$ cat src/rtl/serial_add_sub.sv
// Bit-serial WIDTH-bit adder/subtractor.
// Operands are captured on a start request and shifted through a registered
// 1-bit add/sub slice LSB first. After WIDTH bit-cycles the result, carry
// (no-borrow on subtract) and signed overflow are published with a done pulse.
//
// state | meaning
// IDLE  | waiting for start_in; outputs hold the last completed result
// SHIFT | one operand bit per clock through the slice, cnt_r = bit index
// DONE  | done_out high for this single cycle, then back to IDLE
module serial_add_sub #(
    parameter int WIDTH = 8
) (
    input  logic             clk_in,
    input  logic             rst_n_in,
    input  logic             start_in,
    input  logic             opcode_in,
    input  logic [WIDTH-1:0] a_in,
    input  logic [WIDTH-1:0] b_in,
    output logic             busy_out,
    output logic             done_out,
    output logic [WIDTH-1:0] result_out,
    output logic             flag_out,
    output logic             overflow_out
);

    localparam int CW = (WIDTH > 2) ? $clog2(WIDTH) : 1;
    localparam logic [CW-1:0] LAST_BIT = CW'(WIDTH - 1);
    localparam logic [CW-1:0] MSB_M1   = CW'(WIDTH - 2);

    typedef enum logic [1:0] {
        IDLE  = 2'd0,
        SHIFT = 2'd1,
        DONE  = 2'd2
    } state_t;

    state_t state, state_nxt;

    logic [WIDTH-1:0] a_r;
    logic [WIDTH-1:0] b_r;
    logic [WIDTH-1:0] acc_r;
    logic [CW-1:0]    cnt_r;
    logic             op_r;
    logic             carry_r;
    logic             cmsb_r;

    logic b_bit;
    logic sum_bit;
    logic c_bit;

    // 1-bit add/sub slice: subtract inverts B, the +1 comes from the preset carry
    always_comb begin
        b_bit   = b_r[0] ^ op_r;
        sum_bit = a_r[0] ^ b_bit ^ carry_r;
        c_bit   = (a_r[0] & b_bit) | (a_r[0] & carry_r) | (b_bit & carry_r);
    end

    // State register
    always_ff @(posedge clk_in or negedge rst_n_in) begin
        if (!rst_n_in) begin
            state <= IDLE;
        end else begin
            state <= state_nxt;
        end
    end

    // Next-state logic
    always_comb begin
        state_nxt = state;
        case (state)
            IDLE:    if (start_in) state_nxt = SHIFT;
            SHIFT:   if (cnt_r == LAST_BIT) state_nxt = DONE;
            DONE:    state_nxt = IDLE;
            default: state_nxt = IDLE;
        endcase
    end

    assign busy_out = (state != IDLE);

    // Datapath: operand capture, bit-serial shift, result publication
    always_ff @(posedge clk_in or negedge rst_n_in) begin
        if (!rst_n_in) begin
            a_r          <= '0;
            b_r          <= '0;
            acc_r        <= '0;
            cnt_r        <= '0;
            op_r         <= 1'b0;
            carry_r      <= 1'b0;
            cmsb_r       <= 1'b0;
            done_out     <= 1'b0;
            result_out   <= '0;
            flag_out     <= 1'b0;
            overflow_out <= 1'b0;
        end else begin
            case (state)
                IDLE: begin
                    done_out <= 1'b0;
                    if (start_in) begin
                        a_r     <= a_in;
                        b_r     <= b_in;
                        acc_r   <= '0;
                        op_r    <= opcode_in;
                        carry_r <= opcode_in;
                        cnt_r   <= '0;
                        cmsb_r  <= 1'b0;
                    end
                end
                SHIFT: begin
                    carry_r <= c_bit;
                    acc_r   <= {sum_bit, acc_r[WIDTH-1:1]};
                    a_r     <= a_r >> 1;
                    b_r     <= b_r >> 1;
                    cnt_r   <= cnt_r + 1'b1;
                    if (cnt_r == MSB_M1) begin
                        cmsb_r <= c_bit;
                    end
                    if (cnt_r == LAST_BIT) begin
                        result_out   <= {sum_bit, acc_r[WIDTH-1:1]};
                        flag_out     <= c_bit;
                        overflow_out <= c_bit ^ cmsb_r;
                        done_out     <= 1'b1;
                    end
                end
                DONE: begin
                    done_out <= 1'b0;
                end
                default: begin
                    done_out <= 1'b0;
                end
            endcase
        end
    end

endmodule

$ cat config.mk
export PLATFORM = sky130hd
export DESIGN_NAME = serial_add_sub
export DESIGN_NICKNAME = d
export VERILOG_FILES = /design/src/rtl/serial_add_sub.sv
export SDC_FILE = /design/constraint.sdc
export NUM_CORES = 1
export LEC_CHECK = 0
export CORE_MARGIN = 5
export CORE_UTILIZATION = 39
export DETAILED_ROUTE_END_ITERATION = 12
export PLACE_DENSITY = 0.72
export SLEW_MARGIN = 20
export SYNTH_ARGS = -nofsm -noshare
export SYNTH_HDL_FRONTEND = slang
export SYNTH_SLANG_ARGS = --single-unit
export TNS_END_PERCENT = 50
$ cat constraint.sdc
create_clock -name clk_in -period 3.5 [get_ports clk_in]
set_clock_uncertainty 0.1 [all_clocks]
set_input_delay 0.7 -clock clk_in [delete_from_list [all_inputs] [get_ports clk_in]]
set_output_delay 0.7 -clock clk_in [all_outputs]
set_load 0.01 [all_outputs]
==> results of run 1 <==
power breakdown:
| group | leakage [nW] | switching, W | total [W] | internal [W] |
|---|---|---|---|---|
| clock | 0.0575 | 0.000158 | 0.000357 | 0.000199 |
| sequential | 0.538 | 0.000148 | 0.000845 | 0.000697 |
| combinational | 0.493 | 0.000326 | 0.000723 | 0.000397 |
| total | 1.09 | 0.000632 | 0.00192 | 0.00129 |
how the worst min path moves through the flow:
stage / startpoint / to / slack [ns]
floorplan: rst_n_in / a_r[0] / 0.30
global placement: b_r[3] / b_r[3] / 0.36
detailed placement: a_r[0] / a_r[0] / 0.38
CTS: a_r[0] / a_r[0] / 0.39
global route: b_r[4] / b_r[4] / 0.42
finish: result_out[7] / result_out[7] / 0.39
registers in the layout, summed over array words and instances (netlist names):
register / count
state: 2
overflow_out: 1
acc_r: 7
b_r: 8
cmsb_r: 1
cnt_r: 3
result_out: 8
done_out: 1
a_r: 8
flag_out: 1
op_r: 1
carry_r: 1
critical path, cell delays in order, from the launching register on:
cell             delay, ns
dfrtp_1               0.53
or2_2                 0.35
clkdlybuf4s50_1       0.48
cells in the final DEF, fill, tap and decap left out:
cell type	instances
o21ba_2	1
clkbuf_8	8
a22oi_1	1
clkdlybuf4s50_1	30
mux2_4	3
mux2i_1	13
nor2_1	3
dfrtp_1	42
o21bai_2	1
a211oi_1	1
xor2_1	1
nor3b_1	1
ha_1	3
buf_2	1
nor2b_1	6
or2_2	1
xnor2_1	1
a22o_1	8
a21oi_1	3
nand3b_4	1
buf_4	2
and2b_2	1
nand2_1	23
inv_1	4
o21ai_0	22
fa_1	1
mux2_2	6
nand2b_1	1
area by class of cell:
class | count | area, µm² | share of cell area [%]
clock buffers | 8 | 110.1 | 4.793
inverters | 4 | 15.01 | 0.6536
multi-input cells | 102 | 733.2 | 31.92
flip-flops and latches | 42 | 1051 | 45.75
well taps | 54 | 67.56 | 2.941
repair buffers | 33 | 320.3 | 13.94
stage by stage:
step | setup slack, ns | hold slack, ns | util, % | std cells
6_report | 1.043 | 0.3851 | 48.96 | 243
5_1_grt | 0.9629 | 0.4230 | 48.96 | 243
4_1_cts | 1.023 | 0.3924 | 48.96 | 243
3_5_place_dp | 1.107 | 0.3751 | 46.61 | 235
3_3_place_gp | 1.144 | 0.3629 | 46.61 | 235
2_1_floorplan | 1.812 | 0.3044 | - | 157
per-layer routing:
metal  part of all wire (%)  track usage (%)  wire length [µm]  up-vias
met3                    5.6            4.082               184        7
li1                       -                -                 -      598
met4                    1.9            4.639                61        0
met1                     44            16.23              1460      585
met2                     48            18.43              1581       24
met5                      0                0                 0        -
kinds of logic after synthesis:
family	share of synthesized area, %
flip-flops	56.38
AO/OA/AOI/OAI	12.22
buffers and inverters	4.496
adder cells (fa/ha/maj)	3.088
AND/OR/NAND/NOR	9.867
multiplexers	13.02
XOR/XNOR	0.9398
==> run summary, run 1 <==
The total standard cell area after synthesis is 0.001864 mm². Clock tree synthesis selected as its root buffer the cell clkbuf_8. Port buffering added 31 buffers. The pre-antenna-repair detailed-routing pass consisted of 4 iterations. For the number of vias in the routed layout, the log shows 1,214. In this run the worst hold path is classified as flip-flop to flip-flop. When the netlist entered floorplanning its net count stood at 181. For this configuration, the core starts out at a cell density of 39.73%.

Along the worst path, the maximum fanout reaches 13. The most critical setup path has its endpoint at busy_out. The floorplan has 25 rows. The worst register-to-register path ends at a_r[5]. The number of nets in the finished design is 212, and the area enclosed by the die boundary is 0.006263 mm². The register clock-pin slew on the reported worst setup and hold paths was 0.07 ns; the ratio of cells with drive above 1 in the final layout was 13.23%.

In this run the remaining antenna-violating nets after routing total 0. The number of register bits inferred by synthesis came out at 42. For this run, the top clock speed supported by timing is 407.1 MHz. VDD sags by at most 0.0004162 V.

Among all flip-flop cells after synthesis, the most frequent one is dfrtp_1. Kind of start point of the critical path: a flip-flop. The arrival time reported for the critical path endpoint was 1.66 ns; the ratio of final minimum period to clock period was 70.19%. In this run the static leakage power is 1.088 nW.

The logs give 0.7141 for the final RePlAce weighted congestion and 0 for the number of diodes. Summed over all layers, the routed wires come to 3288 µm. Final number of max-transition violations: 0.

The tools report the post-CTS setup repair buffer count as 0. The final global-route overflow total is 0, and the die height is 79.14 µm. The maximum number of pins on one net before global-route repair was 43; the number of buffers added by the clock tree synthesis step was 5.

For the core box area, the log shows 0.004692 mm². After synthesis, the netlist uses 27 different library cells. The final hold violation count came out at 0.

Post-CTS repair changed the size of 0 cells. Hold repair after CTS inserted 0 buffers. The first global-routing pass estimated 5934 µm of wire. The run gives 1,225 as the via count of the first global-routing pass. The run gives 1.73 ns as the setup slack of the most critical reg-to-reg path. Counting cells, the worst reg-to-reg path comes to 3.

Setup total negative slack on the finished layout was measured at 0 ns. In this run the critical register-to-register path is launched from state[0]. For the pin with the worst max-slew slack, the measured transition is 0.9112 ns. Measured along the x axis, the die boundary spans 79.14 µm.

The post-synthesis to final-layout area growth is 23.22%. The clock reaches the later pin of the worst-skew pair after 0.29 ns. Counting instances in the post-synthesis netlist gives the leading cell types as dfrtp_1, nand2_1, o21ai_0. In the post-synthesis netlist, the biggest area contributors are dfrtp_1, mux2i_1, o21ai_0.

In the final routed layout, each cell accounts on average for 13.53 µm. The run gives 100 as the detailed router's first-iteration violation count. Setup violations remaining at the end of the flow were counted as 0. The number of enable-type register cells in the synthesized netlist works out to 0. Across the run, the number of max-cap violations was 0. Library cell occupying the most area in the post-synthesis netlist: dfrtp_1. The worst path in the final design needs a cycle of 2.457 ns, including I/O delays and setup.

Of the synthesized area, sequential elements account for 56.38%. Global routing used 12.22% of the available tracks across all layers. Yosys warning count: 0.

Tracing the worst setup path back leads to its startpoint at state[0]. The logs give 2.70 ns for the data required time at the worst endpoint and 456 for the number of inserted filler cells in the final layout. For the total placed instance area, the log shows 0.002187 mm². The flow ran to the end, and the final reports show no timing, DRC or antenna violations. In the synthesized netlist the async set-or-reset flop fraction comes to 100.0%. Total power for the finished layout comes to 0.001925 W. Setup repair after global routing left no endpoint under its margin. The worst hold path cell count is 2, and the level count of the clock H-tree is 2. In this run the count of I/O pins placed on the die edge is 32. The power per cell area came out at 837.9 mW/mm². TritonCTS built the clock tree. No sink is reached through more buffers than the 2 on the longest clock path.

Synthesis handed over a netlist of 157 instances. In the routed layout, each cell is associated on average with a via count of 4.996. Worst slew margin relative to its limit: 39.26%. Among all cell types in the netlist, the one instantiated most often is dfrtp_1.

The average cell area after synthesis was 11.87 µm². The proportion of netlist area held by the largest area contributor was 56.38%. CTS saw 42 sinks. The final HPWL from detailed placement is 2334 µm. The number of antenna violations at the first check in global routing was 0. For the cell area after layout, the log shows 0.002297 mm². The number of DRC violations after detailed routing was 0. Sort of element at the end of the critical path: an output port. The critical setup path kind is flip-flop to output port.
Note: power is estimated with default switching activity, not from simulation.
==> inputs of run 2 (changes only) <==
- PLACE_DENSITY: 0.72 -> 0.74
- clock period: 3.5 -> 2.25 ns (I/O delays scaled with it)
==> run summary, run 2 (same netlist as run 1, synthesis figures left out) <==
The flow ran to the end, and the final reports show no timing, DRC or antenna violations. The tools report the final global-route overflow total as 0 (unchanged). The final critical delay including setup and external delays came out at 2.125 ns. The global-route wire length before repair was 5789 µm (-2.4%).

The register clock-pin slew on the reported worst setup and hold paths works out to 0.08 ns (about the same). The run gives 0.002210 mm² (+1.0%) as the total placed instance area. In the layout the commonest cells are dfrtp_1, clkdlybuf4s50_1, nand2_1. The ratio of cells with drive above 1 in the final layout works out to 13.54% (+0.31 points).

The largest registers in the layout are a_r (8), b_r (8), result_out (8). The via count of the first global-routing pass was 1,265 (+3.3%); the number of diodes was 0 (unchanged). The number of DRC violations after detailed routing was 0 (unchanged); the post-placement worst setup slack was 0.2565 ns (-0.8501 ns). The level count of the clock H-tree was 2 (unchanged). The total global routing track utilization was 11.76% (-0.46 points); the routed wire length was 3255 µm (-1.0%). The routed via count divided by cell count was 4.959 (-0.73%); the total number of clock tree sinks was 42 (unchanged).

The worst setup path is captured at an output port. The tools report the row count as 25 (unchanged). The die span in x was 79.14 µm (unchanged); the core box area was 0.004692 mm² (unchanged). The remaining antenna violation count was 0 (unchanged); the worst slew margin relative to its limit was 63.50% (+24 points).

The first-pass detailed-route iteration total was 3 (-1); the effective utilization at floorplan was 39.73% (unchanged). The number of antenna violations at the first check in global routing is 0 (unchanged), and the clock insertion delay at the later pin of the skew report is 0.29 ns (about the same). Least setup slack across all paths after layout: 0.1248 ns (-0.9186 ns). The run gives 32 (unchanged) as the number of top-level design ports. The number of vias in the routed layout was 1,220 (+0.49%). Based on the critical path, the design can be clocked at up to 470.6 MHz.

The path category of the worst min-delay check is primary input to asynchronous set/reset pin. The cell area after layout is 0.002316 mm² (+0.82%). Count of maximum capacitance violations: 0 (unchanged). The arrival time reported for the critical path endpoint was 1.58 ns (-0.08 ns); the power per cell area was 1304 mW/mm² (+56%). The logs give 0.003020 W (+57%) for the total power and 0 (unchanged) for the final number of max-transition violations.

The kind of start point of the critical path was a flip-flop. The worst-margin pin slew was 0.5475 ns (-0.3636 ns). The root buffer cell is clkbuf_8.

For the post-cts repair resize count, the log shows 0 (unchanged). The tools report the final hold violation count as 0 (unchanged). The run gives 0 (unchanged) as the post-CTS setup repair buffer count. Total negative slack for setup checks: 0 ns (unchanged). The most common cell after layout, fill and taps aside is dfrtp_1. The area growth from synthesis to layout is 24.23%. Number of buffers added by the clock tree synthesis step: 5 (unchanged). The critical setup path kind is flip-flop to output port. The maximum resistive drop on vdd is 0.0007108 V (+71%), and the number of endpoints failing setup at the final stage is 0 (unchanged). TritonCTS built the clock tree. Number of buffers inserted by port buffering: 31 (unchanged). The run gives 0.03576 ns (-0.3494 ns) as the post-route worst hold slack. For the final RePlAce weighted congestion, the log shows 0.7699 (+7.8%). The number of nets in the finished design was 215 (+1.4%); the ratio of final minimum period to clock period was 94.45%. Data required time at the worst endpoint: 1.70 ns (-1.00 ns). Setup repair after global routing left no endpoint under its margin. The routed wirelength normalized by instance count is 13.23 µm (-2.2%).

The final HPWL from detailed placement is 2356 µm (+0.93%), and the leakage power summed over all cells is 1.097 nW (+0.83%). The run gives 25 (-42%) as the maximum number of pins on one net before global-route repair. The die height is 79.14 µm (unchanged), and the detailed router's first-iteration violation count is 45 (-55%).

Buffer levels on the longest clock path: 2 (unchanged). The largest fanout on the critical path works out to 12 (-1). The logs give 0 (unchanged) for the number of hold-repair buffers added at the cts stage and 0.006263 mm² (unchanged) for the area enclosed by the die boundary.
run 2: changes by cell type in the layout (fill, tap and decap cells not counted), sizes merged:
cell	change
buf	+3
bufinv	+1
clkbuf	-1
run 2: per-layer routing:
metal  track usage, %  part of all wire (%)  up-vias
li1                 -                     -      607
met1            14.88                    46      585
met2            19.02                    48       23
met3            2.948                   4.5        5
met4            5.155                   1.6        0
met5                0                     0        -
run 2: area by class of cell:
type,instances,area (µm²)
clock buffers,7,76.32
inverters,4,15.01
clock inverters,1,30.03
well taps,54,67.56
fillers,441,2376
repair buffers,36,342.8
multi-input cells,102,733.2
flip-flops and latches,42,1051
run 2: report_power, final:
group | switching (W) | internal [W] | leakage (nW) | total [W]
sequential | 0.000194 | 0.00108 | 0.538 | 0.00128
combinational | 0.000538 | 0.000626 | 0.507 | 0.00116
clock | 0.000247 | 0.000332 | 0.0524 | 0.000579
run 2: final timing paths:
path | from | to | slack [ns] | cells past startpoint
worst max-delay path | state[1] | busy_out | 0.12 | 2
worst min-delay path | rst_n_in | result_out[0] | 0.04 | 1
worst max register to register | state[1] | b_r[2] | 0.58 | 3
worst min register to register | a_r[3] | a_r[3] | 0.38 | 2
max in group asynchronous | rst_n_in | cnt_r[2] | 1.40 | 2
min in group clk_in | a_r[3] | a_r[3] | 0.38 | 2
run 2: through the flow:
stage	instances	util (%)
after global routing	246	49.36
final	246	49.36
after detailed placement	238	47.09
after floorplan	157	-
after CTS	246	49.36
after global placement	238	47.09
run 2: critical path: stages (launching register included):
cell and delay [ns]:
dfrtp_1 0.49, or2_2 0.32, clkdlybuf4s50_1 0.48
